===== config.mk =====
export PLATFORM = sky130hd
export DESIGN_NAME = wave_writer
export DESIGN_NICKNAME = d
export VERILOG_FILES = /design/src/rtl/bitblender_pkg.sv /design/src/rtl/wave_writer_sample_assembler.sv /design/src/rtl/wave_writer.sv
export SDC_FILE = /design/constraint.sdc
export NUM_CORES = 1
export LEC_CHECK = 0
export ABC_AREA = 1
export CAP_MARGIN = 15
export CORE_UTILIZATION = 50
export CTS_BUF_LIST = sky130_fd_sc_hd__clkbuf_8
export DETAILED_ROUTE_END_ITERATION = 7
export GPL_ROUTABILITY_DRIVEN = 0
export GPL_TIMING_DRIVEN = 0
export HOLD_SLACK_MARGIN = 0.08
export PLACE_DENSITY = 0.72
export SYNTH_ARGS = -nofsm -noshare
export SYNTH_HDL_FRONTEND = slang
export SYNTH_HIERARCHICAL = 1
export SYNTH_SLANG_ARGS = --single-unit

===== constraint.sdc =====
create_clock -name clk_in -period 5.6 [get_ports clk_in]
set_input_delay 0.56 -clock clk_in [delete_from_list [all_inputs] [get_ports clk_in]]
set_output_delay 0.56 -clock clk_in [all_outputs]
set_load 0.01 [all_outputs]

===== src/rtl/bitblender_pkg.sv =====
// Shared types for the bitblender wave path: writer FSM states and byte width.
package bitblender_pkg;

  localparam int BYTE_WIDTH = 8;

  typedef enum logic [1:0] {
    IDLE  = 2'd0,
    RECV  = 2'd1,
    WRITE = 2'd2,
    DONE  = 2'd3
  } wave_writer_state_t;

endpackage


===== src/rtl/wave_writer_sample_assembler.sv =====
// Collects little-endian bytes into one sample; full_out marks the byte that completes it.
module sample_assembler
  import bitblender_pkg::*;
#(
  parameter int SAMPLE_WIDTH = 16
) (
  input  logic                    clk_in,
  input  logic                    rst_in,
  input  logic                    clear_in,
  input  logic                    accept_in,
  input  logic [BYTE_WIDTH-1:0]   byte_in,
  output logic [SAMPLE_WIDTH-1:0] sample_out,
  output logic                    full_out
);

  localparam int BYTES = SAMPLE_WIDTH / BYTE_WIDTH;
  localparam int CW = (BYTES > 1) ? $clog2(BYTES) : 1;
  localparam logic [CW-1:0] LAST_IDX = CW'(BYTES - 1);

  logic [CW-1:0] r_count;

  assign full_out = accept_in && (r_count == LAST_IDX);

  always_ff @(posedge clk_in) begin
    if (!rst_in || clear_in) begin
      r_count <= '0;
    end else if (accept_in) begin
      r_count <= full_out ? '0 : r_count + CW'(1);
    end
  end

  // Bytes enter at the top and shift down, so byte 0 ends up in the low bits.
  generate
    if (BYTES == 1) begin : g_single
      assign sample_out = byte_in;
    end else begin : g_multi
      localparam int HW = SAMPLE_WIDTH - BYTE_WIDTH;
      logic [HW-1:0]           r_hold;
      logic [SAMPLE_WIDTH-1:0] w_cat;

      assign w_cat      = {byte_in, r_hold};
      assign sample_out = w_cat;

      always_ff @(posedge clk_in) begin
        if (!rst_in || clear_in) begin
          r_hold <= '0;
        end else if (accept_in) begin
          r_hold <= w_cat[SAMPLE_WIDTH-1:BYTE_WIDTH];
        end
      end
    end
  endgenerate

endmodule


===== src/rtl/wave_writer.sv =====
// Streams bytes into main wave memory as samples and pulses a trigger once the wave is complete.
module wave_writer
  import bitblender_pkg::*;
#(
  parameter int SAMPLE_WIDTH   = 16,
  parameter int BRAM_DEPTH     = 4096,
  parameter int WW_WIDTH       = 12,
  parameter int TIMEOUT_CYCLES = 1_000_000
) (
  input  logic                    clk_in,
  input  logic                    rst_in,
  input  logic                    start_in,
  input  logic [WW_WIDTH-1:0]     wave_width_in,
  input  logic [BYTE_WIDTH-1:0]   byte_in,
  input  logic                    byte_valid_in,
  output logic                    byte_ready_out,
  output logic [WW_WIDTH-1:0]     mem_addr_out,
  output logic [SAMPLE_WIDTH-1:0] mem_data_out,
  output logic                    mem_we_out,
  output logic                    busy_out,
  output logic                    done_trig_out,
  output logic                    error_out
);

  localparam int TW = $clog2(TIMEOUT_CYCLES + 1);
  localparam logic [TW-1:0]     TO_LAST = TW'(TIMEOUT_CYCLES - 1);
  localparam logic [WW_WIDTH:0] DEPTH_W = (WW_WIDTH + 1)'(BRAM_DEPTH);
  localparam logic [WW_WIDTH:0] ONE_W   = (WW_WIDTH + 1)'(1);

  wave_writer_state_t      r_state;
  logic [WW_WIDTH:0]       r_width;
  logic [WW_WIDTH-1:0]     r_addr;
  logic [TW-1:0]           r_tcount;
  logic                    r_error;
  logic [SAMPLE_WIDTH-1:0] r_mem_data;

  logic                    w_accept;
  logic                    w_start_ok;
  logic                    w_timeout;
  logic                    w_full;
  logic                    w_last;
  logic [SAMPLE_WIDTH-1:0] w_sample;
  logic [WW_WIDTH:0]       w_width_ext;
  logic [WW_WIDTH:0]       w_width_clamped;
  logic [WW_WIDTH:0]       w_addr_next;

  assign w_accept    = byte_valid_in && (r_state == RECV);
  assign w_start_ok  = (r_state == IDLE) && start_in && (wave_width_in != '0);
  assign w_timeout   = (r_state == RECV) && !w_accept && (r_tcount == TO_LAST);
  assign w_width_ext = {1'b0, wave_width_in};
  assign w_width_clamped = (w_width_ext > DEPTH_W) ? DEPTH_W : w_width_ext;
  // One extra bit so a full-depth width still compares against addr+1 without wrapping.
  assign w_addr_next = {1'b0, r_addr} + ONE_W;
  assign w_last      = (w_addr_next == r_width);

  sample_assembler #(
    .SAMPLE_WIDTH (SAMPLE_WIDTH)
  ) u_assembler (
    .clk_in     (clk_in),
    .rst_in     (rst_in),
    .clear_in   (w_start_ok || w_timeout),
    .accept_in  (w_accept),
    .byte_in    (byte_in),
    .sample_out (w_sample),
    .full_out   (w_full)
  );

  always_ff @(posedge clk_in) begin
    if (!rst_in) begin
      r_state    <= IDLE;
      r_width    <= '0;
      r_addr     <= '0;
      r_tcount   <= '0;
      r_error    <= 1'b0;
      r_mem_data <= '0;
    end else begin
      case (r_state)
        IDLE: begin
          if (w_start_ok) begin
            r_width  <= w_width_clamped;
            r_addr   <= '0;
            r_tcount <= '0;
            r_error  <= 1'b0;
            r_state  <= RECV;
          end else if (start_in) begin
            r_error <= 1'b1;
          end
        end
        RECV: begin
          if (w_full) begin
            r_mem_data <= w_sample;
            r_tcount   <= '0;
            r_state    <= WRITE;
          end else if (w_accept) begin
            r_tcount <= '0;
          end else if (w_timeout) begin
            r_tcount <= '0;
            r_error  <= 1'b1;
            r_state  <= IDLE;
          end else begin
            r_tcount <= r_tcount + TW'(1);
          end
        end
        WRITE: begin
          if (w_last) begin
            r_state <= DONE;
          end else begin
            r_addr  <= w_addr_next[WW_WIDTH-1:0];
            r_state <= RECV;
          end
        end
        DONE: begin
          r_state <= IDLE;
        end
        default: begin
          r_state <= IDLE;
        end
      endcase
    end
  end

  assign byte_ready_out = (r_state == RECV);
  assign mem_we_out     = (r_state == WRITE);
  assign done_trig_out  = (r_state == DONE);
  assign busy_out       = (r_state != IDLE);
  assign mem_addr_out   = r_addr;
  assign mem_data_out   = r_mem_data;
  assign error_out      = r_error;

endmodule

==> qor.csv, run 1 <==
stage;metric;value;unit
die;core_area;7210;um2
place;dp_hpwl;6700;um
yosys;syn_inst;551;
cells_and_area;area_delta_synth_final;24.4;%
clocking;clock_latency;0.35;ns
critical_path;worst-path-buf-inv;7;
place;post-place-ws;2.31;ns
clocking;htree_levels;3;
sta;slew_violations;0;
yosys;yosysTopAreaCellShare;38.9;%
yosys;synth_nets;577;
clocking;clkTransAtPathRegs;0.08;ns
yosys;avgSynthCellArea;6.73;um2
power;ir_drop;238;uV
clocking;cts_setup_buffers;0;
sta;hold_violations;0;
critical_path;crit_slowest_cell;clkdlybuf4s50_1;
critical_path;start_kind;input pin;
cells_and_area;diodes;0;
drt;highest_layer;met4;
sta;finalSetupTns;0;ns
sta;max_slew.worst_pin.slew;0.578;ns
yosys;synth_edf_count;0;
run;cap_viol_max_count;0;
clocking;clock-sinks;72;
yosys;synth_top_family_by_area;simple AND/OR/NAND/NOR gates;
grt;grt_pass1_wl;14500;um
power;power_density;410;nW/um2
grt;grt_start_max_net_pins;14;
die;dieArea;7760;um2
power;p_leak;1.79;nW
sta;fin_crit_sh;51.8;%
clocking;cts_tree;built;
clocking;cts_resized;0;
clocking;cts_hold_buffers;0;
drt;routedWlPerCell;12.2;um
sta;setup_slack;2.70;ns
yosys;synthTopCellsByArea;dfxtp_1, nand2_1, nor2_1, nand3_1, a21oi_1;
sta;finClkSkew;0.00815;ns
drt;met1_length;3980;um
place;port_buffers;56;
yosys;synthFlopType;dfxtp_1;
critical_path;cp-end-kind;flip-flop;
cells_and_area;final_cell_mix;nand2_1, nor2_1, dfxtp_1;
drt;ant_nets;0;
yosys;netlist_area;3710;um2
clocking;root_buffer;clkbuf_8;
die;ioPinCount;57;
yosys;synth.distinct_cells;35;
grt;track_usage;24.1;%
grt;grt_pass1_vias;3219;
critical_path;crit_top_cell;nor2_1;
sta;setup_violations;0;
die;die_h;88.1;um
grt;antenna_found_initial;0;
critical_path;crit_required;5.84;ns
drt;drt-pass1-iter-count;6;
critical_path;crit_fanout;10;
grt;grt_overflow_total;0;
die;rows;31;
yosys;synth_mux_area_share;0;%
status;outcome;finished, final reports clean;
critical_path;worstPathArrival;3.14;ns
cells_and_area;drive_above_1_share;8.99;%
drt;routed-wl-met2;4290;um
critical_path;critPathKind;in2reg;
drt;drc;0;
yosys;synth_fa_ha_area_share;0.675;%
drt;drtIter0Drc;119;
cells_and_area;nets;644;
worst_hold_path;hold_path.class;reg2reg;
die;die_w;88.1;um
sta;slew_headroom;61.4;%
yosys;synth-compound-area-share;11.5;%
drt;routed_wl;8820;um
yosys;synth_area_leader_cell;dfxtp_1;
drt;vias_per_cell;5.02;
critical_path;crit_chain;clkdlybuf4s50_1 > inv_1 > nor2_1 > buf_6 > nand2_1 > inv_1 > inv_1 > nor2_1 > clkinv_1 > clkbuf_1 > nor2_1 > nor2_1;
yosys;yosys_warnings;6;
sta;max_freq;0.345;GHz
yosys;synth.yosys.seq_area_share;38.9;%
sta;period_minus_slack;2.90;ns
clocking;clockBufferDepth;2;
drt;met3WireLength;457;um
yosys;ys_async_sr_fraction;0;%
cells_and_area;layout_commonest_cell;nand2_1;
yosys;synth-xor-area-share;2.87;%
power;finalPower;1.89;mW
clocking;numCtsBuffers;9;
yosys;ys_ff_latch;72;
critical_path;path_delay_family;buffers and inverters;
cells_and_area;finalCoreUtilization;63.9;%
yosys;yosys.area_share.simple;36.7;%
die;initial_core_util;51.4;%
sta;rsz0062_at_grt;no;
drt;vias;3623;
critical_path;slowest_delay;0.51;ns
[per-stage QoR]
step           instance area, um2  hold WS [ns]  instances
3_3_place_gp                 4390         0.437        706
6_report                     4610         0.459        722
5_1_grt                      4610         0.486        722
3_5_place_dp                 4390         0.458        706
4_1_cts                      4610         0.468        722
2_1_floorplan                3710         0.441        551
[cell usage after synthesis (4+ instances only)]
library cell and instances:
nand2_1 123, nor2_1 104, dfxtp_1 72, inv_1 45
nand3_1 43, a21oi_1 40, o21ai_0 33, nor3_1 13
buf_4 9, clkbuf_1 8, nand2_2 8, buf_6 5
nor2_2 5, xor2_1 5, nand4_1 4, nor4_1 4
[final timing paths]
kind | from | end | slack (ns) | depth (start not counted)
max | byte_valid_in | mem_data_out[12] | 2.70 | 12
min | error_out | error_out | 0.46 | 2
min reg2reg | error_out | error_out | 0.46 | 2
max reg2reg | r_state[0] | mem_data_out[12] | 2.84 | 11
[metal layers]
metal	vias to the layer above	global-route usage, %
met5	-	0
met4	0	7.77
met3	12	5.18
met2	94	42.1
met1	1619	29.6
li1	1898	-
[power by group]
part	switching [mW]	leakage, nW	total, mW	internal, mW
clock network	0.207	0.101	0.458	0.251
registers	0.0710	0.586	0.655	0.584
logic	0.451	1.11	0.778	0.327
[tightest hold or removal path, stage by stage, from the launching register on]
cell and delay, ns:
dfxtp_1 0.32, inv_1 0.05, a21oi_1 0.06
[sequential cells by signal, summed over array words and instances (netlist names)]
name	count
mem_addr_out	12
error_out	1
u_assembler/g_multi.r_hold	8
r_tcount	20
u_assembler/r_count	1
r_width	12
mem_data_out	16
r_state	2
[logic make-up after synthesis]
family	Yosys count
compound gates	80
buf+inv	73
flops	72
simple gates	315
fa+ha+maj	2
xor+xnor	9
[layout make-up]
| type | count | area (um2) |
|---|---|---|
| buffer | 25 | 166 |
| clock buffer | 9 | 124 |
| clock inverter | 7 | 96.3 |
| fill | 685 | 2600 |
| inverter | 48 | 183 |
| multi-input combinational | 406 | 1920 |
| sequential | 72 | 1440 |
| tap | 99 | 124 |
| timing repair buffer | 56 | 561 |
No activity file was read; power rests on OpenSTA's default activity.
==> run 2, diff against run 1 <==
--- a/config.mk
+++ b/config.mk
@@ -13,7 +13,7 @@
 export GPL_ROUTABILITY_DRIVEN = 0
 export GPL_TIMING_DRIVEN = 0
 export HOLD_SLACK_MARGIN = 0.08
-export PLACE_DENSITY = 0.72
+export PLACE_DENSITY = 0.75
 export SYNTH_ARGS = -nofsm -noshare
 export SYNTH_HDL_FRONTEND = slang
 export SYNTH_HIERARCHICAL = 1
==> constraint.sdc (replaced) <==
create_clock -name clk_in -period 2.65 [get_ports clk_in]
set_input_delay 0.265 -clock clk_in [delete_from_list [all_inputs] [get_ports clk_in]]
set_output_delay 0.265 -clock clk_in [all_outputs]
set_load 0.01 [all_outputs]
==> run 2 against run 1 <==
Effect of this change: total power increased by 120%; sequential cell count unchanged; combinational power increased by 110%; final cell count unchanged; register-to-register slack got worse by 2.5 ns; die area unchanged; clock power increased by 130%; clock skew decreased by 0.0012 ns; worst hold slack got worse by 0.0013 ns; via count about the same; worst setup slack got worse by 2.5 ns; critical path depth decreased by 8; critical path type is now reg2out; critical endpoint is now mem_we_out.
==> qor.csv, run 2 (synthesized netlist as in run 1, its figures left out) <==
stage;metric;value;unit;change
grt;use_met1;28.3;%;-1.2 points
place;port_buffers;56;;unchanged
die;rows;31;;unchanged
critical_path;start_kind;flip-flop;;
cells_and_area;diodes;0;;unchanged
clocking;clkTransAtPathRegs;0.08;ns;about the same
place;dp_hpwl;6640;um;-0.87%
power;power_density;884;nW/um2;+120%
die;initial_core_util;51.4;%;unchanged
sta;slew_headroom;67.1;%;+5.7 points
place;place_area;4390;um2;unchanged
grt;antenna_found_initial;0;;unchanged
grt;use_met3;3.96;%;-1.2 points
critical_path;worstPathArrival;2.18;ns;-0.96 ns
power;finalPower;4.11;mW;+120%
power;swShare;37.8;%;-0.76 points
critical_path;slowest_delay;0.62;ns;+0.11 ns
die;ioPinCount;57;;unchanged
clocking;htree_levels;3;;unchanged
cells_and_area;final_area;4650;um2;+0.79%
sta;finalSetupTns;0;ns;unchanged
grt;grt_pass1_vias;3246;;+0.84%
clocking;clockBufferDepth;2;;unchanged
sta;holdWs;0.457;ns;-0.00125 ns
die;core_area;7210;um2;unchanged
clocking;root_buffer;clkbuf_8;;
place;dp.cells;706;;unchanged
grt;track_usage;24.1;%;about the same
sta;slew_violations;0;;unchanged
cells_and_area;drive_above_1_share;9.47;%;+0.48 points
die;dieArea;7760;um2;unchanged
clocking;clock_latency;0.34;ns;about the same
sta;max_freq;0.409;GHz;
cells_and_area;fin_cells;722;;unchanged
drt;routed_wl;8840;um;+0.17%
die;die_h;88.1;um;unchanged
cells_and_area;nets;644;;unchanged
critical_path;critPathKind;reg2out;;
drt;drtIter0Drc;163;;+37%
clocking;clock-sinks;72;;unchanged
sta;setup_violations;0;;unchanged
grt;grt_pass1_wl;14400;um;-0.38%
drt;routedWlPerCell;12.2;um;+0.17%
critical_path;crit_slowest_cell;clkdlybuf4s50_1;;
power;power_frac_comb;40.5;%;-0.6 points
grt;grt_use_met2;44.2;%;+2.1 points
sta;hold_violations;0;;unchanged
die;die_w;88.1;um;unchanged
critical_path;crit_chain;inv_1 > nor2_1 > clkbuf_1 > clkdlybuf4s50_1;;
grt;grt_start_max_net_pins;14;;unchanged
cells_and_area;largest_reg_flops;20;;unchanged
power;ir_drop;486;uV;+100%
drt;vias_per_cell;5.02;;about the same
worst_hold_path;hold_path.class;reg2reg;;
place;post-place-ws;-0.320;ns;-2.63 ns
cells_and_area;area_delta_synth_final;25.4;%;
power;internal_power;2.56;mW;+120%
cells_and_area;largest_register;r_tcount;;
sta;rsz0062_at_grt;no;;
sta;period_minus_slack;2.45;ns;
power;p_clk_share;25.8;%;+1.6 points
cells_and_area;final_cell_mix;nand2_1, nor2_1, dfxtp_1;;
drt;drc;0;;unchanged
grt;busiest_layer;met2;;
critical_path;crit_fanout;10;;unchanged
power;switchingPower;1.55;mW;+110%
clocking;cts_tree;built;;
clocking;numCtsBuffers;9;;unchanged
critical_path;cp-end-kind;primary output;;
sta;finClkSkew;0.00693;ns;-0.00122 ns
sta;setup_slack;0.204;ns;-2.50 ns
cells_and_area;finalCoreUtilization;64.4;%;+0.50 points
power;share_seq_of_total_power;33.7;%;-1.0 points
cells_and_area;layout_commonest_cell;nand2_1;;
grt;grt_overflow_total;0;;unchanged
sta;max_slew.worst_pin.slew;0.494;ns;-0.0840 ns
run;cap_viol_max_count;0;;unchanged
power;p_leak;1.81;nW;+1.0%
sta;fin_crit_sh;92.3;%;
drt;drt-pass1-iter-count;4;;-2
drt;vias;3622;;-0.028%
drt;ant_nets;0;;unchanged
critical_path;crit_required;2.38;ns;-3.46 ns
status;outcome;finished, final reports clean;;
==> run 2: cell types whose count changed in the layout (fill, tap and decap cells not counted), sizes merged <==
cell | before | now
bufinv | 2 | 3
clkinvlp | 3 | 2
==> run 2: layout make-up <==
| cell class | count | area [um2] |
|---|---|---|
| well taps | 99 | 124 |
| plain buffers | 25 | 166 |
| fillers | 682 | 2570 |
| clock inverters | 7 | 120 |
| flip-flops and latches | 72 | 1440 |
| clock buffers | 9 | 124 |
| repair buffers | 56 | 561 |
| multi-input cells | 406 | 1920 |
| inverters | 48 | 186 |
==> run 2: routing by layer <==
layer	wire length, um	vias up	share of wire, %
met3	339	10	3.8
met1	3940	1631	45
met4	111	0	1.3
li1	-	1907	-
met2	4450	74	50
met5	0	-	0
==> run 2: final timing paths <==
kind	start	end	slack (ns)	cells after the start
setup / recovery	r_state[1]	mem_we_out	0.20	4
hold / removal	error_out	error_out	0.46	2
setup reg to reg	r_state[1]	r_tcount[17]	0.35	13
hold reg to reg	error_out	error_out	0.46	2
==> run 2: power by group through the flow <==
stage          Sequential (mW)  Clock (mW)  Combinational [mW]
6_report                  1.39        1.06                1.66
5_1_grt                   1.41        1.13                1.86
3_3_place_gp              1.40           0                1.62
2_1_floorplan             1.40           0                1.16
4_1_cts                   1.38        1.08                1.66
3_5_place_dp              1.41           0                1.65
==> run 2: critical path, delay by kind of cell, from the launching register on <==
family | cells | cell delay [ns]
buffers and inverters | 3 | 1.12
DFF | 1 | 0.36
and+or+nand+nor | 1 | 0.35
==> run 2: timing repair <==
| action | CTS | global route |
|---|---|---|
| gates cloned | 0 | 0 |
| resized for setup | 1 | 3 |
| hold buffers | 0 | 0 |
| endpoints found under the setup margin | 10 | 11 |
| hold endpoints to repair | 0 | 0 |
| buffers inserted | 0 | 0 |
==> run 3, diff against run 2 <==
--- a/config.mk
+++ b/config.mk
@@ -6,14 +6,13 @@
 export NUM_CORES = 1
 export LEC_CHECK = 0
 export ABC_AREA = 1
-export CAP_MARGIN = 15
 export CORE_UTILIZATION = 50
 export CTS_BUF_LIST = sky130_fd_sc_hd__clkbuf_8
 export DETAILED_ROUTE_END_ITERATION = 7
 export GPL_ROUTABILITY_DRIVEN = 0
 export GPL_TIMING_DRIVEN = 0
 export HOLD_SLACK_MARGIN = 0.08
-export PLACE_DENSITY = 0.75
+export PLACE_DENSITY = 0.72
 export SYNTH_ARGS = -nofsm -noshare
 export SYNTH_HDL_FRONTEND = slang
 export SYNTH_HIERARCHICAL = 1
==> constraint.sdc (replaced) <==
create_clock -name clk_in -period 2.9 [get_ports clk_in]
set_input_delay 0.29 -clock clk_in [delete_from_list [all_inputs] [get_ports clk_in]]
set_output_delay 0.29 -clock clk_in [all_outputs]
set_load 0.01 [all_outputs]
==> run 3 against run 2 <==
Effect of this change: combinational power fell by 9.6%; cell area fell by 0.73%; non-clock buffer count did not move; critical endpoint is now mem_data_out[15]; clock skew rose by 0.0020 ns; highest routed layer unchanged; worst hold slack improved by 0.0016 ns; worst setup slack improved by 0.17 ns; largest cell class unchanged.
==> qor.csv, run 3 (synthesized netlist as in run 1, its figures left out) <==
stage;metric;value;unit;change
drt;drtIter0Drc;118;;-28%
die;die_w;88.1;um;unchanged
cells_and_area;layout_commonest_cell;nand2_1;;
cells_and_area;area_delta_synth_final;24.5;%;
cells_and_area;drive_above_1_share;9.15;%;-0.32 points
critical_path;cp-end-kind;flip-flop;;
power;ir_drop;459;uV;-5.6%
drt;routed_wl;8810;um;-0.31%
clocking;numCtsBuffers;9;;unchanged
drt;ant_nets;0;;unchanged
drt;vias;3614;;-0.22%
sta;fin_crit_sh;87.3;%;
place;port_buffers;56;;unchanged
grt;grt_start_max_net_pins;14;;unchanged
power;p_leak;1.79;nW;-1.0%
critical_path;crit_required;3.14;ns;+0.76 ns
critical_path;worstPathArrival;2.78;ns;+0.60 ns
place;dp_hpwl;6700;um;+0.88%
grt;grt_overflow_total;0;;unchanged
critical_path;start_kind;flip-flop;;
sta;setup_slack;0.369;ns;+0.165 ns
die;ioPinCount;57;;unchanged
cells_and_area;largest_reg_flops;20;;unchanged
clocking;root_buffer;clkbuf_8;;
power;power_density;792;nW/um2;-10%
grt;antenna_found_initial;0;;unchanged
cells_and_area;final_cell_mix;nand2_1, nor2_1, dfxtp_1;;
place;dp.cells;706;;unchanged
critical_path;slowest_delay;0.50;ns;-0.12 ns
grt;grt_pass1_vias;3219;;-0.83%
clocking;clockBufferDepth;2;;unchanged
critical_path;crit_chain;nand2_2 > nor2_1 > buf_6 > nand2_1 > inv_1 > inv_1 > nor2_2 > clkinv_1 > clkbuf_1 > nor2_1 > nor2_1;;
cells_and_area;finalCoreUtilization;64.0;%;-0.47 points
critical_path;crit_top_cell;nor2_1;;
clocking;clock_latency;0.35;ns;about the same
die;initial_core_util;51.4;%;unchanged
cells_and_area;final_area;4610;um2;-0.73%
critical_path;crit_fanout;10;;unchanged
sta;rsz0062_at_grt;no;;
cells_and_area;largest_register;r_tcount;;
die;rows;31;;unchanged
clocking;clock-sinks;72;;unchanged
place;post-place-ws;-0.117;ns;+0.203 ns
critical_path;worst-path-buf-inv;5;;+2
die;dieArea;7760;um2;unchanged
sta;max_slew.worst_pin.slew;0.500;ns;+0.00667 ns
status;outcome;finished, final reports clean;;
worst_hold_path;hold_path.class;reg2reg;;
sta;slew_violations;0;;unchanged
drt;routedWlPerCell;12.2;um;-0.31%
drt;vias_per_cell;5.01;;-0.22%
cells_and_area;nets;644;;unchanged
sta;slew_headroom;66.5;%;-0.57 points
sta;hold_violations;0;;unchanged
critical_path;path_delay_family;simple AND/OR/NAND/NOR gates;;
sta;holdWs;0.459;ns;+0.00155 ns
die;core_area;7210;um2;unchanged
sta;period_minus_slack;2.53;ns;
drt;drt-pass1-iter-count;6;;+2
place;place_area;4390;um2;unchanged
die;die_h;88.1;um;unchanged
drt;drc;0;;unchanged
power;finalPower;3.65;mW;-11%
sta;max_freq;0.395;GHz;
clocking;cts_hold_buffers;0;;unchanged
clocking;cts_tree;built;;
cells_and_area;fin_cells;722;;unchanged
clocking;clkTransAtPathRegs;0.08;ns;about the same
grt;grt_pass1_wl;14500;um;+0.38%
critical_path;crit_slowest_cell;dfxtp_1;;
cells_and_area;diodes;0;;unchanged
grt;track_usage;24.1;%;about the same
sta;setup_violations;0;;unchanged
run;cap_viol_max_count;0;;unchanged
sta;finalSetupTns;0;ns;unchanged
clocking;htree_levels;3;;unchanged
clocking;cts_setup_buffers;0;;unchanged
critical_path;critPathKind;reg2reg;;
sta;finClkSkew;0.00889;ns;+0.00197 ns
## run 3: cell count changes in the layout (fill, tap and decap cells not counted)
cell	previous run	this run
nor2_4	4	3
dfxtp_2	1	0
clkinvlp_4	2	3
clkinv_1	0	1
nor2_2	5	6
bufinv_16	3	2
dfxtp_1	71	72
clkinv_4	2	1
## run 3: area by class of cell
cell class,count,area (um2)
plain buffers,25,166
clock buffers,9,124
clock inverters,7,96.3
fillers,685,2600
inverters,48,183
multi-input cells,406,1920
flip-flops and latches,72,1440
well taps,99,124
repair buffers,56,561
## run 3: what timing repair did
action                                  in CTS  in global routing
endpoints found under the setup margin       0                 10
resized for setup                            0                  1
endpoints found under the hold margin        0                  0
## run 3: worst paths after layout
| check | startpoint | endpoint | slack (ns) | depth (start not counted) |
|---|---|---|---|---|
| hold reg to reg | error_out | error_out | 0.46 | 2 |
| setup / recovery | r_state[0] | mem_data_out[15] | 0.37 | 11 |
| setup reg to reg | r_state[0] | mem_data_out[15] | 0.37 | 11 |
| hold / removal | error_out | error_out | 0.46 | 2 |
## run 3: worst reg2reg max path, cell delays in order (launching register included)
cell and delay (ns):
dfxtp_1 0.50, nand2_2 0.16, nor2_1 0.24, buf_6 0.19, nand2_1 0.08, inv_1 0.05
inv_1 0.07, nor2_2 0.32, clkinv_1 0.32, clkbuf_1 0.30, nor2_1 0.16, nor2_1 0.06
## run 3: report_power, final
group          switching (mW)  leakage [nW]  internal [mW]
sequential              0.137         0.586           1.13
combinational           0.872          1.11          0.632
clock                   0.399         0.101          0.484
## run 3: routing by layer
metal	vias up	GRT usage, %	part of all wire, %
met3	12	5.18	5.2
li1	1898	-	-
met2	94	42.1	49
met4	0	7.77	1.2
met5	-	0	0
met1	1610	29.6	45
